===== config.mk =====
export PLATFORM = sky130hd
export DESIGN_NAME = mem_word_ctrl
export DESIGN_NICKNAME = d
export VERILOG_FILES = /design/src/rtl/mem_word_ctrl.sv
export SDC_FILE = /design/constraint.sdc
export NUM_CORES = 1
export LEC_CHECK = 0
export CORE_ASPECT_RATIO = 0.9
export CORE_UTILIZATION = 49
export DETAILED_ROUTE_END_ITERATION = 8
export GPL_ROUTABILITY_DRIVEN = 0
export PLACE_DENSITY = 0.81
export SLEW_MARGIN = 40
export SYNTH_ARGS = -nofsm -noshare
export SYNTH_HDL_FRONTEND = slang
export SYNTH_SLANG_ARGS = --single-unit

===== constraint.sdc =====
create_clock -name clk -period 2.2 [get_ports clk]
set_input_delay 0.33 -clock clk [delete_from_list [all_inputs] [get_ports clk]]
set_output_delay 0.33 -clock clk [all_outputs]
set_load 0.05 [all_outputs]

===== src/rtl/mem_word_ctrl.sv =====
`default_nettype none
// ============================================================================
// Module   : mem_word_ctrl
// Purpose  : Sequences 8/16-bit CPU loads/stores into little-endian byte
//            accesses on a 64K x 8 synchronous single-port RAM.
// Revision : 1.0 - initial release
// ============================================================================
module mem_word_ctrl #(
  parameter int ADDR_W = 16
) (
  input  logic              clk,
  input  logic              rst_n,
  input  logic              req_valid,
  output logic              req_ready,
  input  logic              req_we,
  input  logic              req_word,
  input  logic [ADDR_W-1:0] req_addr,
  input  logic [15:0]       req_wdata,
  output logic              rsp_valid,
  output logic [15:0]       rsp_rdata,
  output logic [ADDR_W-1:0] mem_addr,
  output logic [7:0]        mem_data,
  output logic              mem_we,
  input  logic [7:0]        mem_q
);

  typedef enum logic [1:0] {
    IDLE = 2'd0,
    LO   = 2'd1,
    HI   = 2'd2,
    FIN  = 2'd3
  } state_t;

  localparam logic [ADDR_W-1:0] ADDR_ONE = {{(ADDR_W-1){1'b0}}, 1'b1};

  state_t            state_q, state_d;
  logic [ADDR_W-1:0] addr_q, addr_d;
  logic [15:0]       wdata_q, wdata_d;
  logic              we_q, we_d;
  logic              word_q, word_d;
  logic [7:0]        rdata_lo_q, rdata_lo_d;
  logic [15:0]       rdata_q, rdata_d;
  logic              rsp_valid_q, rsp_valid_d;
  logic [ADDR_W-1:0] mem_addr_q, mem_addr_d;
  logic [7:0]        mem_data_q, mem_data_d;
  logic              mem_we_q, mem_we_d;

  assign req_ready = rst_n && (state_q == IDLE);

  // RAM port signals are computed for the state being entered, so they are
  // stable for the whole LO/HI cycle and sampled by the RAM at its end.
  always_comb begin
    state_d     = state_q;
    addr_d      = addr_q;
    wdata_d     = wdata_q;
    we_d        = we_q;
    word_d      = word_q;
    rdata_lo_d  = rdata_lo_q;
    rdata_d     = rdata_q;
    rsp_valid_d = 1'b0;
    mem_addr_d  = mem_addr_q;
    mem_data_d  = mem_data_q;
    mem_we_d    = 1'b0;

    case (state_q)
      IDLE: begin
        if (req_valid && req_ready) begin
          addr_d     = req_addr;
          wdata_d    = req_wdata;
          we_d       = req_we;
          word_d     = req_word;
          mem_addr_d = req_addr;
          mem_data_d = req_wdata[7:0];
          mem_we_d   = req_we;
          state_d    = LO;
        end
      end
      LO: begin
        if (word_q) begin
          mem_addr_d = addr_q + ADDR_ONE;
          mem_data_d = wdata_q[15:8];
          mem_we_d   = we_q;
          state_d    = HI;
        end else begin
          state_d = FIN;
        end
      end
      HI: begin
        // Low byte is held internally so rsp_rdata only changes on completion.
        if (!we_q) begin
          rdata_lo_d = mem_q;
        end
        state_d = FIN;
      end
      FIN: begin
        if (!we_q) begin
          rdata_d = word_q ? {mem_q, rdata_lo_q} : {8'h00, mem_q};
        end
        rsp_valid_d = 1'b1;
        state_d     = IDLE;
      end
      default: state_d = IDLE;
    endcase
  end

  always_ff @(posedge clk) begin
    if (!rst_n) begin
      state_q     <= IDLE;
      addr_q      <= '0;
      wdata_q     <= '0;
      we_q        <= 1'b0;
      word_q      <= 1'b0;
      rdata_lo_q  <= '0;
      rdata_q     <= '0;
      rsp_valid_q <= 1'b0;
      mem_addr_q  <= '0;
      mem_data_q  <= '0;
      mem_we_q    <= 1'b0;
    end else begin
      state_q     <= state_d;
      addr_q      <= addr_d;
      wdata_q     <= wdata_d;
      we_q        <= we_d;
      word_q      <= word_d;
      rdata_lo_q  <= rdata_lo_d;
      rdata_q     <= rdata_d;
      rsp_valid_q <= rsp_valid_d;
      mem_addr_q  <= mem_addr_d;
      mem_data_q  <= mem_data_d;
      mem_we_q    <= mem_we_d;
    end
  end

  assign rsp_valid = rsp_valid_q;
  assign rsp_rdata = rdata_q;
  assign mem_addr  = mem_addr_q;
  assign mem_data  = mem_data_q;
  assign mem_we    = mem_we_q;

endmodule
`default_nettype wire


== Word-level counts from Yosys, hierarchy flattened ==
Cells that the tools add are included.
Operators by class
  eq/ne operators: 5
  muxes and demuxes: 14
  bitwise operators: 1
  reductions and logical operators: 8
  $add $sub $neg: 1
Operators by type and width (count)
  two-way mux 16 bit: 3
  case mux 16 bit (2 select lines): 1
  adder 16 x 1 -> 16 bit (second input constant): 1
  two-way mux 8 bit: 2
  case mux 8 bit (2 select lines): 1
  case mux 2 bit (4 select lines): 1
  AND reduction 2 bit: 3
  == test 2 bit (second input constant): 2
  two-way mux 1 bit: 4
  AND reduction 3 bit: 1
  == test 2 x 1 -> 1 bit (second input constant): 1
  logical AND 1 bit: 2
  logical NOT 2 bit: 1
  two-way mux 2 bit: 1
  != test 2 x 1 -> 1 bit (second input constant): 1
  != test 2 bit (second input constant): 1
  case mux 1 bit (2 select lines): 1
  nonzero test 2 bit: 1
  inverter 1 bit: 1
Word-level totals
  output and inout port bits: 43
  bits in registers: 86
  logic and storage cells: 40

== Logic depth before layout (Yosys ltp) ==
  word-level depth: 5
  depth in mapped cells: 8

== Worst setup path before layout ==
Ideal clock, no wire load.
  kind: register to register
  start point: reg state_q[1]
  end point: reg mem_addr_q[15] (netlist: mem_addr[15])
  arrival time: 1598 ps
  data required time: 2067 ps
  path buffers: 2
  setup slack: 469 ps
  library setup time: 133 ps
  cell stages (with the launch flop): 9
  clock period less this slack: 1731 ps
  cells stage by stage: dfxtp_1 > inv_1 > ha_1 > buf_2 > nor2b_1 > nor3_2 > buf_4 > mux2i_1 > o221ai_1
On the way
  word-level cells in the longest chain between the ends: 5
  elaborated cells between the ends (all ways): 9
  those cells by class: 3 x eq/ne; 1 x mux; 5 x reduce/logical
RTL lines
  start, declared: line 36  | state_t state_q, state_d;
  start signal, assigned: line 120  | state_q <= state_d;
  logical NOT 2 bit: line 48, 65
  logical AND 1 bit: line 48  | assign req_ready = rst_n && (state_q == IDLE);
  logical AND 1 bit: line 67  | if (req_valid && req_ready) begin
  != test 2 x 1 -> 1 bit (no line)
  AND reduction 3 bit (no line)
  end signal, assigned: line 128  | mem_addr_q <= mem_addr_d;
  end, declared: line 44  | logic [ADDR_W-1:0] mem_addr_q, mem_addr_d;
Several ways; a longest one is shown, not always the timed one.
A chain may end at the register's enable or synchronous reset.

== Final worst setup path ==
Same ends and word-level chain as after synthesis.

==> impl_metrics.ini <==
[worst_setup_path]
cp-start-kind = register
r2r_start = state_q[1]
critPathMaxFanout = 40
slowest_delay_ps = 360
crit_path_end_kind = register
arrival_ps = 2120
crit_chain = inv_1, ha_1, buf_4, nor2_1, nor3_4, buf_12, mux2i_1, o221ai_1
path_class = register to register
rr_worst_depth = 8
critPathLaunch = state_q[1]
crit_required_ps = 2410
slowest_stage = dfxtp_1

[yosys]
synth_xor_area_share_pct = 2.29
netlist_instances = 397
async_flop_share_pct = 0
synth_top_family_by_area = simple AND/OR/NAND/NOR gates
yosys.area_share.simple_pct = 20.4
ys_seq_elements = 78
synth_flop_cell = dfxtp_1
yosys_warnings = 0
synth_common_cells = dfxtp_1 (78), nand2_1 (65), mux2i_1 (36), nor2_1 (32), o21ai_0 (24)
avgSynthCellArea_um2 = 8.69
synth_top_cell_by_area = dfxtp_1
synth_area_leaders = dfxtp_1 (45%), mux2i_1 (10%), nand2_1 (7.1%)
synth_edf_count = 0
yosys.cell_types.count = 43
synthesis.area_mm2 = 0.00345
yosysSeqAreaShare_pct = 45.3
synth_compound_area_share_pct = 15.1
netlist.area_leader.share_pct = 45.3
synth_fa_ha_area_share_pct = 1.81
syn_nets = 447
synth.most_common_cell = dfxtp_1
synthMuxAreaShare_pct = 10.4

[die]
die_w_um = 90.4
die_area_mm2 = 0.00738
placementRows = 28
io_pins = 88
initial_core_util_pct = 51.5
die_h_um = 81.6
core_area_mm2 = 0.00669

[cts]
clk_pin_slew_ps = 70
postCtsSetupBuffers = 0
numCtsBuffers = 9
cts.sinks = 78
ctsHoldBuffers = 0
cts_tree = done
cts_resized = 0
h-tree-depth = 3
clockBufferDepth = 2
cts_root_buffer = clkbuf_8
clk-insertion-delay-late_ps = 340

[layout]
multi_input_area_mm2 = 0.00173
fillCellCount = 519
diodes = 0
stdcell_area_mm2 = 0.00465
synthToLayoutAreaGrowth_pct = 34.8
seqCellArea_mm2 = 0.00156
fin_nets = 526
drive_gt1_share_pct = 6.86

[detailed_routing]
drc_errors = 0
via_per_inst = 5.42
drtPass1Iterations = 4
drt_iter0_drc = 146
wl_mm = 8.16
wire_per_inst_um = 14.3
vias = 3093
ant_nets = 0

[placement]
io_buffers = 87
place_ws_ps = 200
placed_area_mm2 = 0.00445
hpwlAfterDp_mm = 5.77

[global_routing]
grt_start_max_net_pins = 53
grt_pass1_wl_mm = 13.4
antenna_found_initial = 0
grt_pass1_vias = 2908
gr-usage-all-layers_pct = 23.1
overflow = 0

[timing]
skew_ps = 7.95
tightest_slew_ps = 538
setup_viol = 0
min_period_ps = 1920
finalCritPeriodShare_pct = 87.1
max_freq_mhz = 522
hold_viol_final = 0
rsz0062_at_grt = no
totalNegativeSetupSlack_ps = 0
drv_slew = 0
fin_ws_ps = 284
slew_headroom_pct = 64.0

[pwr]
power_density_mw_per_mm2 = 1190
p_leak_nw = 1.63
power.total_mw = 5.54
ir_drop_uv = 640

[job]
cap_violations = 0

[min_path]
hold_path.class = register to register
hold_start = rsp_rdata[9]
holdPathStages = 2

[status]
status = completed
-- registers in the layout, summed over array words and instances (netlist names), 2 cells and up --
register / cells
wdata_q: 8
rsp_rdata: 16
rdata_lo_q: 8
mem_data: 8
addr_q: 16
mem_addr: 16
state_q: 2
-- final cells by class --
cell class,instances,area share [%]
multi-input cells,279,37.2
flip-flops and latches,78,33.6
repair buffers,99,21.7
clock buffers,13,3.42
well taps,90,2.42
clock inverters,3,0.915
inverters,9,0.727
-- critical path: cells and delay by family (launching register included) --
family,cells,cell delay [ps]
buf+inv,3,590
flops,1,360
simple gates,2,270
mux,1,230
fa+ha+maj,1,190
compound gates,1,150
-- kinds of logic (layout without fill, tap and decap cells) --
logic type                 Yosys count  after routing
and+or+nand+nor                    148            148
DFF                                 78             78
adders and majority gates            5              5
AOI/OAI and AO/OA                   81             81
buffers and inverters               40            124
muxes                               36             36
xor gates and xnor gates             9              9
-- stage by stage --
stage,util (%),hold slack (ps),instances
after global placement,66.5,440,555
final,69.5,458,571
after floorplan,-,436,397
after detailed placement,66.5,446,555
after CTS,69.5,459,571
after global routing,69.5,477,571
-- where the power goes --
group | switching [mW] | total [mW] | leakage [nW] | internal [mW]
sequential | 0.228 | 1.97 | 0.638 | 1.75
clock | 0.498 | 1.08 | 0.0996 | 0.586
combinational | 1.50 | 2.48 | 0.895 | 0.973
total | 2.23 | 5.54 | 1.63 | 3.31
-- per-layer routing --
| metal | global-route usage, % | vias up | routed length (um) |
|---|---|---|---|
| met5 | 0 | - | 0 |
| met4 | 6.94 | 0 | 110 |
| met3 | 7.31 | 11 | 465 |
| met2 | 39.5 | 85 | 3890 |
| met1 | 28.2 | 1458 | 3690 |
| li1 | - | 1539 | - |
-- placed cells by master (no fill, tap or decap), drive strengths merged, types with 4 or more instances in the layout --
cell / count
a211oi: 19
a21oi: 11
and3: 4
buf: 13
clkbuf: 13
clkdlybuf4s50: 86
dfxtp: 78
ha: 5
inv: 9
mux2i: 36
nand2: 65
nand3: 15
nor2: 32
nor2b: 9
nor3: 5
o211ai: 4
o21ai: 25
o22ai: 10
o31ai: 6
xnor2: 8
-- final timing paths --
check / slack, ps / end
min: 460 / rsp_rdata[9]
min reg2reg: 460 / rsp_rdata[9]
max: 280 / mem_addr[15]
max reg2reg: 280 / mem_addr[15]
Power figures use the tool's default switching activity.
